<file path="src/rtl/fp_mul_pkg.sv">
// rtl/fp_mul_pkg.sv - widths, encodings and classification helpers for the FP multiplier
package fp_mul_pkg;

  typedef enum logic [1:0] {
    CLS_ZERO,
    CLS_NORM,
    CLS_INF,
    CLS_NAN
  } fp_class_e;

  localparam logic RND_RNE = 1'b0;
  localparam logic RND_RTZ = 1'b1;

  localparam int FLAG_NX = 0;
  localparam int FLAG_UF = 1;
  localparam int FLAG_OF = 2;
  localparam int FLAG_NV = 3;

  function automatic int ew_of(input int x);
    return (x == 64) ? 11 : 8;
  endfunction

  function automatic int mw_of(input int x);
    return (x == 64) ? 52 : 23;
  endfunction

  function automatic int bias_of(input int x);
    return (1 << (ew_of(x) - 1)) - 1;
  endfunction

  function automatic logic [63:0] qnan_of(input int x);
    return (x == 64) ? 64'h7FF8_0000_0000_0000 : 64'h0000_0000_7FC0_0000;
  endfunction

  // Subnormals fall into CLS_ZERO: inputs are flushed (DAZ).
  function automatic fp_class_e classify(input logic exp_zero, input logic exp_ones,
                                         input logic frac_zero);
    if (exp_zero) return CLS_ZERO;
    if (!exp_ones) return CLS_NORM;
    return frac_zero ? CLS_INF : CLS_NAN;
  endfunction

endpackage

</file>
<file path="src/rtl/fp_mul_pipe_if.sv">
// rtl/fp_mul_pipe_if.sv - operand/result handshake bundle for the FP multiplier
interface fp_mul_pipe_if #(
  parameter int X = 32
) ();
  logic         in_valid;
  logic         in_ready;
  logic [X-1:0] a;
  logic [X-1:0] b;
  logic         rnd_mode;
  logic         out_valid;
  logic         out_ready;
  logic [X-1:0] result;
  logic [3:0]   flags;

  modport master (
    output in_valid, a, b, rnd_mode, out_ready,
    input  in_ready, out_valid, result, flags
  );

  modport slave (
    input  in_valid, a, b, rnd_mode, out_ready,
    output in_ready, out_valid, result, flags
  );
endinterface

</file>
<file path="src/rtl/fp_mul_round.sv">
// rtl/fp_mul_round.sv - normalize, round, saturate/flush and pack a raw significand product
module fp_mul_round
  import fp_mul_pkg::*;
#(
  parameter int X = 32
) (
  input  logic                       sign_i,
  input  logic                       rnd_i,
  input  logic signed [ew_of(X)+1:0] exp_i,
  input  logic [2*mw_of(X)+1:0]      prod_i,
  output logic [X-1:0]               res_o,
  output logic [3:0]                 flags_o
);
  localparam int EW = ew_of(X);
  localparam int MW = mw_of(X);
  localparam int PW = 2 * MW + 2;
  localparam logic signed [EW+1:0] EXP_SAT = (EW+2)'((1 << EW) - 1);
  localparam logic signed [EW+1:0] EXP_ONE = (EW+2)'(1);

  logic                 msb;
  logic [MW-1:0]        frac;
  logic                 guard, sticky, inexact, inc, carry;
  logic [MW:0]          frac_r;
  logic signed [EW+1:0] exp_n, exp_r;

  always_comb begin
    msb     = prod_i[PW-1];
    frac    = msb ? prod_i[PW-2:MW+1] : prod_i[PW-3:MW];
    guard   = msb ? prod_i[MW] : prod_i[MW-1];
    sticky  = msb ? (|prod_i[MW-1:0]) : (|prod_i[MW-2:0]);
    exp_n   = exp_i + {{(EW+1){1'b0}}, msb};
    inexact = guard | sticky;
    inc     = (rnd_i == RND_RNE) & guard & (sticky | frac[0]);
    frac_r  = {1'b0, frac} + {{MW{1'b0}}, inc};
    // A carry out leaves frac_r[MW-1:0] all zero, which is already the renormalised fraction.
    carry   = frac_r[MW];
    exp_r   = exp_n + {{(EW+1){1'b0}}, carry};
    flags_o = '0;
    if (exp_r >= EXP_SAT) begin
      res_o = (rnd_i == RND_RTZ) ? {sign_i, {(EW-1){1'b1}}, 1'b0, {MW{1'b1}}}
                                 : {sign_i, {EW{1'b1}}, {MW{1'b0}}};
      flags_o[FLAG_OF] = 1'b1;
      flags_o[FLAG_NX] = 1'b1;
    end else if (exp_r < EXP_ONE) begin
      res_o = {sign_i, {(X-1){1'b0}}};
      flags_o[FLAG_UF] = 1'b1;
      flags_o[FLAG_NX] = 1'b1;
    end else begin
      res_o = {sign_i, exp_r[EW-1:0], frac_r[MW-1:0]};
      flags_o[FLAG_NX] = inexact;
    end
  end
endmodule

</file>
<file path="src/rtl/fp_mul_pipe.sv">
// rtl/fp_mul_pipe.sv - 3-stage IEEE-754 multiplier: unpack, multiply, round/pack
// Each stage loads when empty or draining; only out_ready reaches in_ready combinationally.
module fp_mul_pipe
  import fp_mul_pkg::*;
#(
  parameter int X = 32
) (
  input  logic        clk,
  input  logic        rst_n,
  fp_mul_pipe_if.slave io
);
  localparam int EW = ew_of(X);
  localparam int MW = mw_of(X);
  localparam int PW = 2 * MW + 2;
  localparam logic [EW+1:0] BIAS = (EW+2)'(bias_of(X));
  localparam logic [63:0]   QNAN_W = qnan_of(X);
  localparam logic [X-1:0]  QNAN = QNAN_W[X-1:0];

  logic                 rdy_q;
  logic                 s1_v_q, s2_v_q, s3_v_q;
  logic                 s1_en, s2_en, s3_en;

  logic                 s1_sign_q, s1_rnd_q, s1_spec_q;
  logic signed [EW+1:0] s1_exp_q;
  logic [MW-1:0]        s1_ma_q, s1_mb_q;
  logic [X-1:0]         s1_sres_q;
  logic [3:0]           s1_sflg_q;

  logic                 s2_sign_q, s2_rnd_q, s2_spec_q;
  logic signed [EW+1:0] s2_exp_q;
  logic [PW-1:0]        s2_prod_q;
  logic [X-1:0]         s2_sres_q;
  logic [3:0]           s2_sflg_q;

  logic [X-1:0]         s3_res_q;
  logic [3:0]           s3_flg_q;

  logic [EW-1:0]        ea, eb;
  logic [MW-1:0]        ma, mb;
  fp_class_e            ca, cb;
  logic                 any_nan, zero_inf, snan;
  logic                 s1_sign_d, s1_spec_d;
  logic signed [EW+1:0] s1_exp_d;
  logic [X-1:0]         s1_sres_d;
  logic [3:0]           s1_sflg_d;
  logic [PW-1:0]        s2_prod_d;
  logic [X-1:0]         rnd_res, s3_res_d;
  logic [3:0]           rnd_flg, s3_flg_d;

  assign s3_en       = !s3_v_q | io.out_ready;
  assign s2_en       = !s2_v_q | s3_en;
  assign s1_en       = !s1_v_q | s2_en;
  assign io.in_ready = rdy_q & s1_en;

  always_comb begin
    ea        = io.a[X-2:MW];
    eb        = io.b[X-2:MW];
    ma        = io.a[MW-1:0];
    mb        = io.b[MW-1:0];
    ca        = classify(ea == '0, &ea, ma == '0);
    cb        = classify(eb == '0, &eb, mb == '0);
    s1_sign_d = io.a[X-1] ^ io.b[X-1];
    any_nan   = (ca == CLS_NAN) || (cb == CLS_NAN);
    zero_inf  = ((ca == CLS_ZERO) && (cb == CLS_INF)) || ((ca == CLS_INF) && (cb == CLS_ZERO));
    snan      = ((ca == CLS_NAN) && !ma[MW-1]) || ((cb == CLS_NAN) && !mb[MW-1]);
    s1_sflg_d = '0;
    s1_sflg_d[FLAG_NV] = zero_inf | snan;
    s1_spec_d = 1'b1;
    if (any_nan || zero_inf) begin
      s1_sres_d = QNAN;
    end else if ((ca == CLS_INF) || (cb == CLS_INF)) begin
      s1_sres_d = {s1_sign_d, {EW{1'b1}}, {MW{1'b0}}};
    end else if ((ca == CLS_ZERO) || (cb == CLS_ZERO)) begin
      s1_sres_d = {s1_sign_d, {(X-1){1'b0}}};
    end else begin
      s1_spec_d = 1'b0;
      s1_sres_d = '0;
    end
    s1_exp_d = {2'b00, ea} + {2'b00, eb} - BIAS;
  end

  assign s2_prod_d = PW'({1'b1, s1_ma_q}) * PW'({1'b1, s1_mb_q});

  fp_mul_round #(.X(X)) u_round (
    .sign_i  (s2_sign_q),
    .rnd_i   (s2_rnd_q),
    .exp_i   (s2_exp_q),
    .prod_i  (s2_prod_q),
    .res_o   (rnd_res),
    .flags_o (rnd_flg)
  );

  assign s3_res_d = s2_spec_q ? s2_sres_q : rnd_res;
  assign s3_flg_d = s2_spec_q ? s2_sflg_q : rnd_flg;

  always_ff @(posedge clk or negedge rst_n) begin
    if (!rst_n) begin
      rdy_q     <= 1'b0;
      s1_v_q    <= 1'b0;
      s2_v_q    <= 1'b0;
      s3_v_q    <= 1'b0;
      s1_sign_q <= 1'b0;
      s1_rnd_q  <= 1'b0;
      s1_spec_q <= 1'b0;
      s1_exp_q  <= '0;
      s1_ma_q   <= '0;
      s1_mb_q   <= '0;
      s1_sres_q <= '0;
      s1_sflg_q <= '0;
      s2_sign_q <= 1'b0;
      s2_rnd_q  <= 1'b0;
      s2_spec_q <= 1'b0;
      s2_exp_q  <= '0;
      s2_prod_q <= '0;
      s2_sres_q <= '0;
      s2_sflg_q <= '0;
      s3_res_q  <= '0;
      s3_flg_q  <= '0;
    end else begin
      rdy_q <= 1'b1;
      if (s1_en) begin
        s1_v_q <= io.in_valid & io.in_ready;
        if (io.in_valid & io.in_ready) begin
          s1_sign_q <= s1_sign_d;
          s1_rnd_q  <= io.rnd_mode;
          s1_spec_q <= s1_spec_d;
          s1_exp_q  <= s1_exp_d;
          s1_ma_q   <= ma;
          s1_mb_q   <= mb;
          s1_sres_q <= s1_sres_d;
          s1_sflg_q <= s1_sflg_d;
        end
      end
      if (s2_en) begin
        s2_v_q <= s1_v_q;
        if (s1_v_q) begin
          s2_sign_q <= s1_sign_q;
          s2_rnd_q  <= s1_rnd_q;
          s2_spec_q <= s1_spec_q;
          s2_exp_q  <= s1_exp_q;
          s2_prod_q <= s2_prod_d;
          s2_sres_q <= s1_sres_q;
          s2_sflg_q <= s1_sflg_q;
        end
      end
      if (s3_en) begin
        s3_v_q <= s2_v_q;
        if (s2_v_q) begin
          s3_res_q <= s3_res_d;
          s3_flg_q <= s3_flg_d;
        end
      end
    end
  end

  assign io.out_valid = s3_v_q;
  assign io.result    = s3_res_q;
  assign io.flags     = s3_flg_q;
endmodule

</file>
<file path="src/flat_wrapper.sv">
// flat-port wrapper written by rule: the top's interface ports become plain ports
module fp_mul_pipe_flat import fp_mul_pkg::*;
#(
  parameter int X = 32
)
  (clk, rst_n, io_in_valid, io_a, io_b, io_rnd_mode, io_out_ready, io_in_ready, io_out_valid, io_result, io_flags);
  fp_mul_pipe_if #(.X(X)) io_i ();
  input  logic clk;
  input  logic rst_n;
  input wire logic [$bits(io_i.in_valid)-1:0] io_in_valid;
  input wire logic [$bits(io_i.a)-1:0] io_a;
  input wire logic [$bits(io_i.b)-1:0] io_b;
  input wire logic [$bits(io_i.rnd_mode)-1:0] io_rnd_mode;
  input wire logic [$bits(io_i.out_ready)-1:0] io_out_ready;
  output wire logic [$bits(io_i.in_ready)-1:0] io_in_ready;
  output wire logic [$bits(io_i.out_valid)-1:0] io_out_valid;
  output wire logic [$bits(io_i.result)-1:0] io_result;
  output wire logic [$bits(io_i.flags)-1:0] io_flags;
  assign io_i.in_valid = io_in_valid;
  assign io_i.a = io_a;
  assign io_i.b = io_b;
  assign io_i.rnd_mode = io_rnd_mode;
  assign io_i.out_ready = io_out_ready;
  assign io_in_ready = io_i.in_ready;
  assign io_out_valid = io_i.out_valid;
  assign io_result = io_i.result;
  assign io_flags = io_i.flags;
  fp_mul_pipe #(.X(X)) u_core (.clk(clk), .rst_n(rst_n), .io(io_i));
endmodule
</file>
<file path="config.mk">
export PLATFORM = sky130hd
export DESIGN_NAME = fp_mul_pipe_flat
export DESIGN_NICKNAME = d
export VERILOG_FILES = /design/src/rtl/fp_mul_pkg.sv /design/src/rtl/fp_mul_pipe_if.sv /design/src/rtl/fp_mul_round.sv /design/src/rtl/fp_mul_pipe.sv /design/src/flat_wrapper.sv
export SDC_FILE = /design/constraint.sdc
export NUM_CORES = 2
export LEC_CHECK = 0
export ABC_AREA = 1
export ABC_CLOCK_PERIOD_IN_PS = 8800
export CAP_MARGIN = 20
export CORE_MARGIN = 1
export CORE_UTILIZATION = 42
export CTS_BUF_LIST = sky130_fd_sc_hd__clkbuf_2 sky130_fd_sc_hd__clkbuf_4 sky130_fd_sc_hd__clkbuf_8
export DETAILED_ROUTE_END_ITERATION = 16
export GPL_TIMING_DRIVEN = 0
export SETUP_SLACK_MARGIN = 0.05
export SLEW_MARGIN = 20
export SYNTH_ARGS = -nofsm -noshare
export SYNTH_HDL_FRONTEND = slang
export SYNTH_SLANG_ARGS = --single-unit
</file>
<file path="constraint.sdc">
create_clock -name clk -period 8.8 [get_ports clk]
set_input_delay 2.2 -clock clk [delete_from_list [all_inputs] [get_ports clk]]
set_output_delay 2.2 -clock clk [all_outputs]
set_load 0.02 [all_outputs]
</file>
==> impl_metrics.csv <==
group,metric,value,unit
route,wl_met3,8.149,mm
cells_and_area,multiInputGateArea,19880,um2
clocking,clk-insertion-delay-late,0.53,ns
logic_synthesis,yosysSeqAreaShare,14.71,%
timing,setup_tns,0,ns
placement,gp_congestion,1.007,
clocking,postCtsResizedCells,0,
timing,setup-violations-final,0,
route,dr.pass1.iters,5,
floorplanning,die_width,262.8,um
timing,fin_skew,0.01425,ns
cells_and_area,fin_nets,4689,
grt,grt_max_degree,94,
critical_path,start_kind,"register",
grt,grt_usage,28.24,%
route,drtAntennaViolNets,0,
logic_synthesis,yosys_warnings,0,
grt,overflow,0,
floorplanning,num_rows,95,
min_path,min_path_type,"register to register",
grt,grt_pass1_vias,24970,
critical_path,cp.arrival,8.22,ns
critical_path,reg2reg_depth,24,
min_path,holdPathStages,2,
route,wl,93.73,mm
route,drc,0,
clocking,cts_tree,"built",
floorplanning,die-area,69080,um2
logic_synthesis,ys_types,47,
critical_path,rrSetupSlack,0.98,ns
floorplanning,io_pins,107,
grt,antenna_found_initial,1,
clocking,cts.sinks,168,
clocking,numCtsBuffers,17,
floorplanning,fp.dieH,262.8,um
timing,maxSlewHeadroom,19.62,%
timing,finalCriticalPeriod,7.823,ns
floorplanning,initial_core_util,42.47,%
placement,io_buffers,106,
timing,fin_crit_sh,88.90,%
clocking,post_cts_buffers,0,
min_path,hold_start,"u_core.s2_prod_q[14]$_DFFE_PN0P_",
min_path,hold_end,"u_core.s2_prod_q[14]$_DFFE_PN0P_",
logic_synthesis,synth_edf_count,0,
logic_synthesis,ys_ff_latch,168,
logic_synthesis,avgSynthCellArea,7.470,um2
cells_and_area,stdcell_count,4837,
critical_path,crit_fanout,10,
critical_path,path_class,"register to register",
route,routed.top_layer,"met4",
critical_path,required,9.20,ns
cells_and_area,fin_util,46.30,%
logic_synthesis,async_reset_ff_share,100.0,%
route,met1_length,41.51,mm
route,wl_met2,41.01,mm
timing,max_freq,0.1278,GHz
logic_synthesis,ys.flop_type,"dfrtp_1",
cells_and_area,ff_latch_area,4204,um2
route,vias,24360,
clocking,holdBufCountCts,0,
route,via_per_inst,5.036,
run,cap_viol_max_count,0,
clocking,cts.path.max_buffers,2,
cells_and_area,layout-drive-gt1-share,2.523,%
outcome,status,"complete, no violations",
cells_and_area,fillers,7025,
timing,hold_viol,0,
timing,worstMarginPinSlew,1.206,ns
logic_synthesis,syn_nets,4563,
cells_and_area,n_antenna_cell,0,
grt,grt_pass1_wl,147.3,mm
route,drtIter0Drc,1973,
critical_path,end_kind,"register",
timing,drv_slew,0,
logic_synthesis,netlist_area,28570,um2
critical_path,r2r_start,"u_core.s1_mb_q[8]$_DFFE_PN0P_",
critical_path,regToRegEndpoint,"u_core.s2_prod_q[40]$_DFFE_PN0P_",
clocking,htree_num_levels,4,
timing,fin_hold_ws,0.4891,ns
placement,dp_hpwl,79.06,mm
floorplanning,core,67280,um2
route,routedWlPerCell,19.38,um
clocking,cts-root-buf,"clkbuf_8",
clocking,cts.clk_slew.worst_paths,0.11,ns
logic_synthesis,synth_cells,3825,
cells_and_area,area_growth,9.016,%
placement,dp.cells,4805,
timing,rsz0062_at_grt,"false",
==> critical path, cell delays in order (launching register included) <==
cell      delay (ns)
dfrtp_1         0.33
clkbuf_1        0.57
clkbuf_1        0.81
nand2_1         0.15
fa_1            0.55
inv_1           0.06
fa_1            0.50
inv_1           0.05
fa_1            0.46
fa_1            0.52
inv_1           0.06
fa_1            0.47
fa_1            0.52
inv_1           0.05
fa_1            0.62
inv_1           0.08
ha_1            0.37
a21oi_1         0.20
o21ai_0         0.18
a21oi_1         0.36
nor2_1          0.09
nor3_1          0.31
nand3_1         0.12
nand3_1         0.14
o21ai_0         0.10
==> synthesized netlist by cell type, types with 22 or more instances <==
cell         n  area share (%)
nor2_1     150             2.0
xor2_1      22            0.67
dfrtp_1    168              15
nand4_1     38            0.83
fa_1       484              34
clkbuf_1   129             1.7
inv_1     1022              13
a21oi_1     74             1.3
nand3_1    106             1.9
nand2_1   1118              15
o21ai_0    150             2.6
ha_1       185             8.1
==> metrics by stage <==
step	setup slack (ns)	instance area [um2]
3_5_place_dp	1.156	30760
6_report	0.9771	31150
2_1_floorplan	2.778	28570
3_3_place_gp	-1.757	30730
5_1_grt	0.7344	31150
4_1_cts	1.127	31150
==> area by class of cell <==
type | count | share of cell area [%]
flip-flops and latches | 168 | 13.50
repair buffers | 107 | 3.511
plain buffers | 149 | 2.033
multi-input cells | 2481 | 63.82
clock inverters | 15 | 0.5021
inverters | 1027 | 12.38
clock buffers | 17 | 0.7512
well taps | 873 | 3.507
==> routing by layer <==
layer | track usage [%] | vias to the layer above
met5 | 0 | -
met3 | 5.725 | 123
met4 | 8.598 | 0
met1 | 39.78 | 11960
met2 | 43.75 | 936
li1 | - | 11350
==> worst max-delay path by stage <==
stage	start	to	depth (start not counted)
detailed placement	u_core.s1_mb_q[3]$_DFFE_PN0P_	u_core.s2_prod_q[28]$_DFFE_PN0P_	24
global placement	rst_n	u_core.s1_mb_q[7]$_DFFE_PN0P_	1
global route	u_core.s1_mb_q[3]$_DFFE_PN0P_	u_core.s2_prod_q[28]$_DFFE_PN0P_	24
CTS	u_core.s1_mb_q[3]$_DFFE_PN0P_	u_core.s2_prod_q[28]$_DFFE_PN0P_	24
floorplan	u_core.s1_mb_q[3]$_DFFE_PN0P_	u_core.s2_prod_q[20]$_DFFE_PN0P_	23
finish	u_core.s1_mb_q[8]$_DFFE_PN0P_	u_core.s2_prod_q[40]$_DFFE_PN0P_	24
==> logic make-up (layout without fill, tap and decap cells) <==
| logic type | Yosys count | after routing | share of synthesized area [%] |
|---|---|---|---|
| simple gates | 1497 | 1497 | 21.26 |
| buf+inv | 1176 | 1315 | 15.72 |
| fa+ha+maj | 669 | 669 | 42.01 |
| compound gates | 276 | 276 | 5.088 |
| flops | 168 | 168 | 14.71 |
| xor+xnor | 38 | 38 | 1.191 |
| other cells | 1 | 1 | 0.01312 |
==> cells in the final DEF, fill, tap and decap left out, types with 38 or more instances in the layout <==
| cell | count |
|---|---|
| nand2_1 | 1118 |
| inv_1 | 1022 |
| fa_1 | 484 |
| ha_1 | 185 |
| dfrtp_1 | 168 |
| o21ai_0 | 150 |
| nor2_1 | 150 |
| clkbuf_1 | 129 |
| nand3_1 | 106 |
| clkdlybuf4s50_1 | 105 |
| a21oi_1 | 74 |
| nand4_1 | 38 |
==> flip-flops by register name (all words and copies together) (netlist names), 3 cells and up <==
name and count:
u_core.s1_mb_q 23, u_core.s2_prod_q 48, u_core.s1_ma_q 23, u_core.s1_exp_q 10
u_core.io.flags 4, u_core.s1_sres_q 3, u_core.s2_exp_q 10, u_core.s2_sres_q 3
u_core.io.result 32
Power is left out: the tool's default activity adds up to more than one toggle a clock period on the data nets, which glitch-free logic cannot reach.
